<file path="src/rtl/por_seq_checker_debounce.sv">
// One POR channel: 2-flop synchroniser followed by a stable-count debouncer.
module por_debounce #(
   parameter int DEB_CYCLES = 16
) (
   input  logic clock,
   input  logic resetb,
   input  logic raw,
   output logic good
);
   localparam int CW = $clog2(DEB_CYCLES + 1);

   logic          s1_q, s2_q, good_q;
   logic [CW-1:0] cnt_q;

   // Sync the raw flag, then flip good only after DEB_CYCLES disagreeing cycles.
   always_ff @(posedge clock) begin
      if (!resetb) begin
         s1_q   <= 1'b0;
         s2_q   <= 1'b0;
         good_q <= 1'b0;
         cnt_q  <= '0;
      end else begin
         s1_q <= raw;
         s2_q <= s1_q;
         if (s2_q == good_q) begin
            cnt_q <= '0;
         end else if (cnt_q == CW'(DEB_CYCLES - 1)) begin
            // this is the DEB_CYCLES-th disagreeing cycle
            good_q <= ~good_q;
            cnt_q  <= '0;
         end else begin
            cnt_q <= cnt_q + CW'(1);
         end
      end
   end

   assign good = good_q;

endmodule

</file>
<file path="config.mk">
export PLATFORM = sky130hd
export DESIGN_NAME = por_debounce
export DESIGN_NICKNAME = d
export VERILOG_FILES = /design/src/rtl/por_seq_checker_debounce.sv
export SDC_FILE = /design/constraint.sdc
export NUM_CORES = 1
export LEC_CHECK = 0
export ABC_AREA = 1
export CORE_AREA = 2 2 39 41
export CTS_CLUSTER_SIZE = 20
export DETAILED_ROUTE_END_ITERATION = 6
export DIE_AREA = 0 0 41 43
export GPL_ROUTABILITY_DRIVEN = 0
export PLACE_DENSITY_LB_ADDON = 0.08
export SLEW_MARGIN = 10
export SYNTH_ARGS = -nofsm -noshare
export SYNTH_HDL_FRONTEND = slang
export SYNTH_SLANG_ARGS = --single-unit
</file>
<file path="constraint.sdc">
create_clock -name clock -period 2.1 [get_ports clock]
set_input_delay 0.315 -clock clock [delete_from_list [all_inputs] [get_ports clock]]
set_output_delay 0.315 -clock clock [all_outputs]
set_load 0.05 [all_outputs]
</file>
; Word level (Yosys, flattened, before mapping)
; Index checks and enable logic that the tools add are counted.
; Widths: inputs -> output; s select.
[word_totals]
latch_bits = 0
ramBits = 0
romBits = 0
n_memories = 0
output_inout_bits = 1
ff_bits = 8
in_bits = 3
word_cells = 12
[op_classes]
addsub = 1
n_bitwise = 3
n_reduce_logical = 2
div = 0
n_mux = 0
n_eq_ne = 2
magnitude_cmp = 0
shifts = 0
mul = 0
[ops]
columns = operator, count
row1 = $add 5x1->5 const B, 1
row2 = $eq 5x4->1 const B, 1
row3 = $not 1->1, 3
row4 = $reduce_or 3->1, 1
row5 = $reduce_and 2->1, 1
row6 = $eq 1x1->1, 1

; Depth between registers and ports, before layout
[depth]
ltp_word = 3
depth_mapped = 7
depth_no_buf = 7

; Least setup slack after synthesis
; No wires, ideal clock.
[synth_timing]
path_type = reg2reg
from = register cnt_q[0]
to = register cnt_q[3]
period_less_slack_ns = 1.202
setup_ns = 0.066
n_path_buf = 0
stages_incl_launch_ff = 8
arrival_time_ns = 1.136
t_required_ns = 2.034
setup_slack_ns = 0.898
path_cell_list = dfxtp_1 > ha_1 > nand2_1 > nor2_1 > ha_1 > nor2_2 > nand3_2 > a21oi_2
[synth_between]
elab_chain_cells = 2
elab_cells_between_ends = 3
classes_between = add/sub (1) / eq/ne (1) / reduce/logical (1)
[synth_lines]
columns = item, line
row1 = from (decl), 13  ; logic [CW-1:0] cnt_q;
row2 = from (signal assigned), 32  ; cnt_q <= cnt_q + CW'(1);
row3 = "parallel branches: the longest is 2 deep, another holds $add 5x1->5", --
; Several ways; the timed one is not identified.
; A chain may end at the register's enable or synchronous reset.

; Final worst setup path
[layout_timing]
from = register good_q (netlist: good)
to = output good
[layout_lines]
columns = item, line
row1 = from (decl), 12  ; logic s1_q, s2_q, good_q;
row2 = from (signal assigned), 29  ; good_q <= ~good_q;
row3 = to (decl), 8  ; output logic good
; No word-level cell between the ends.

==> flow_summary_export.csv <==
group,metric,value,unit
run_status,status,"finished, final reports clean",
yosys,synth_top_area_frac,0.512,
worst_setup_path,crit_start,"good$_SDFFE_PN0P_",
routing,vias,233,
yosys,synth_top_family_by_area,"simple AND/OR/NAND/NOR gates",
sta,rsz0062_at_grt,"false",
min_path,hold_depth,2,
worst_setup_path,cp_num_buf_inv,1,
global_routing,grt_util_all_layers,0.0665,
sta,whs,0.419,ns
worst_setup_path,crit_fanout,4,
clock_network,clk_latency,0.24,ns
routing,wirelength,437,um
placement,io_buffers,3,
sta,tightestPinTransition,0.493,ns
sta,fin_worst_skew,0.000827,ns
yosys,netlist_top_cells_area,"dfxtp_1, inv_1, ha_1",
yosys,yosys.area_share.simple,0.232,
clock_network,post_cts_buffers,0,
routing,drt_iter0_drc,4,
global_routing,overflow,0,
worst_setup_path,worstReg2RegStart,"cnt_q[0]$_SDFF_PP0_",
routing,drt.antenna.violating_nets,0,
routing,wl_met3,13,um
global_routing,antenna_found_initial,0,
clock_network,cts.sinks,8,
routing,vias_per_cell,3.95,
cells_and_area,nets,50,
sta,period_minus_slack,1.74,ns
yosys,synth-xor-area-share,0.0280,
worst_setup_path,endpoint_kind,"output port",
cells_and_area,area_growth_syn_to_layout,23.2,%
yosys,syn_inst,37,
routing,dr_wl_met2,237,um
clock_network,cts_root_buf,"clkbuf_4",
sta,setup_tns,0,ns
worst_setup_path,crit_chain,"clkdlybuf4s50_1",
pwr,power.density,714,nW/um^2
clock_network,post_cts_resized,0,
routing,routedLengthMet1,186,um
sta,fin_crit_sh,0.827,
min_path,hold_start,"s1_q$_SDFF_PN0_",
sta,hold_violations,0,
routing,wire_per_inst,7.41,um
yosys,yosys_warnings,0,
global_routing,grt_pass1_wl,759,um
global_routing,grt_pass1_vias,213,
yosys,synth.area.mux_share,0,
die,die_y,43,um
sta,setup_violations,0,
die,die-area,1760,sq um
yosys,synth_fa_ha_area_frac,0.0800,
min_path,min_to,"s2_q$_SDFF_PN0_",
die,ios,4,
yosys,synth_nets,42,
worst_setup_path,rr_endpoint,"cnt_q[3]$_SDFF_PP0_",
worst_setup_path,regToRegSetupSlack,0.80,ns
yosys,syn_area,313,sq um
clock_network,hold_buffers,0,
placement,pre_cts_ws,0.622,ns
cells_and_area,drive_above_1_share,0.163,
cells_and_area,diodes,0,
min_path,worstHoldPathType,"flip-flop to flip-flop",
routing,drt-pass1-iter-count,4,
yosys,synthArstFlopShare,0,
yosys,synth-compound-area-share,0.0520,
yosys,avgSynthCellArea,8.45,sq um
worst_setup_path,worstSetupPathDepth,1,
clock_network,clkTransAtPathRegs,0.05,ns
yosys,yosysMostFrequentCell,"dfxtp_1",
placement,dp_hpwl,356,um
global_routing,grt_max_degree,6,
pwr,leakage,0.155,nW
clock_network,tritoncts,"done",
worst_setup_path,cp_slowest_cell,"clkdlybuf4s50_1",
cells_and_area,fin_util,0.278,
pwr,peakVddDrop,279,uV
die,start_util,0.226,
die,core_area,1380,sq um
worst_setup_path,reg2reg_depth,7,
worst_setup_path,required,1.78,ns
sta,maxSlewViolCount,0,
worst_setup_path,critical_path_class,"flip-flop to output port",
worst_setup_path,crit_arrival,1.42,ns
clock_network,clk_path_buf_depth,2,
yosys,synth_seq_cells,8,
cells_and_area,n_fill_cell,158,
sta,clock.fmax,576,MHz
worst_setup_path,critical_path.top_delay_family,"buffers and inverters",
yosys,ys.flop_type,"dfxtp_1",
sta,relSlewSlack,0.670,
die,die_x,41,um
clock_network,cts_buffers,3,
routing,drc_errors,0,
clock_network,htreeDepth,1,
pwr,p_total,0.275,mW
worst_setup_path,start_kind,"flip-flop",
die,rows,14,
worst_setup_path,slowest_delay,0.82,ns
yosys,ys_seq_area_frac,0.512,
run,maxCapViolations,0,
yosys,ys_types,13,
sta,fin_ws,0.362,ns
routing,top_layer_used,"met3",
yosys,synth_common_cells,"dfxtp_1, inv_1, nand2_1, nor2_1, ha_1",
yosys,yosysTopAreaCell,"dfxtp_1",
yosys,synth-edff-count,0,
==> worst min-delay path, delay by kind of cell (launching register included) <==
family        cells  cell delay (ns)
buf+inv           1             0.04
simple gates      1             0.05
flops             1             0.31
==> flip-flops by register name, summed over array words and instances (netlist names) <==
name / cells
good: 1
cnt_q: 5
s1_q: 1
s2_q: 1
==> logic make-up (layout without fill, tap and decap cells) <==
kind of cell,count (synthesis),after routing
adders and majority gates,2,2
xor gates and xnor gates,1,1
and+or+nand+nor,16,16
AOI/OAI and AO/OA,2,2
buffers and inverters,8,14
DFF,8,8
==> per-stage QoR <==
| step | instance area, sq um | instances |
|---|---|---|
| floorplan | 313 | 37 |
| global placement | 363 | 56 |
| detailed placement | 363 | 56 |
| CTS | 385 | 59 |
| global route | 385 | 59 |
| finish | 385 | 59 |
==> metal layers <==
metal / GRT usage / vias to the layer above
li1: - / 124
met3: 0.0157 / 0
met4: 0.0800 / 0
met1: 0.0749 / 105
met5: 0 / -
met2: 0.0875 / 4
==> power breakdown <==
| part | leakage, nW | internal (mW) | switching [mW] |
|---|---|---|---|
| Clock | 0.0138 | 0.0649 | 0.0447 |
| Sequential | 0.0649 | 0.155 | 0.00124 |
| Combinational | 0.0761 | 0.00525 | 0.00465 |
| Total | 0.155 | 0.225 | 0.0506 |
==> placed cells by master, fill, tap and decap left out <==
| cell | instances |
|---|---|
| ha_1 | 2 |
| nand2_1 | 6 |
| nand3_1 | 1 |
| clkbuf_4 | 3 |
| a21oi_2 | 1 |
| nor2_2 | 1 |
| inv_2 | 1 |
| clkdlybuf4s50_1 | 3 |
| xnor2_1 | 1 |
| nor2_1 | 6 |
| inv_1 | 7 |
| a211oi_1 | 1 |
| dfxtp_1 | 8 |
| nand4_1 | 1 |
| nand3_2 | 1 |
==> worst max path at each step <==
| stage | slack [ns] | end |
|---|---|---|
| floorplan | 0.90 | cnt_q[3]$_SDFF_PP0_ |
| global placement | 0.63 | good |
| detailed placement | 0.62 | good |
| CTS | 0.34 | good |
| global route | 0.33 | good |
| finish | 0.36 | good |
==> area by class of cell <==
cell class              instances  area (sq um)  share of cell area
clock buffers                   3          22.5              0.0584
repair buffers                  3          30.0              0.0779
inverters                       8          30.0              0.0779
multi-input cells              21           123               0.318
well taps                      16          20.0              0.0519
flip-flops and latches          8           160               0.416
Note: power is estimated with default switching activity, not from simulation.
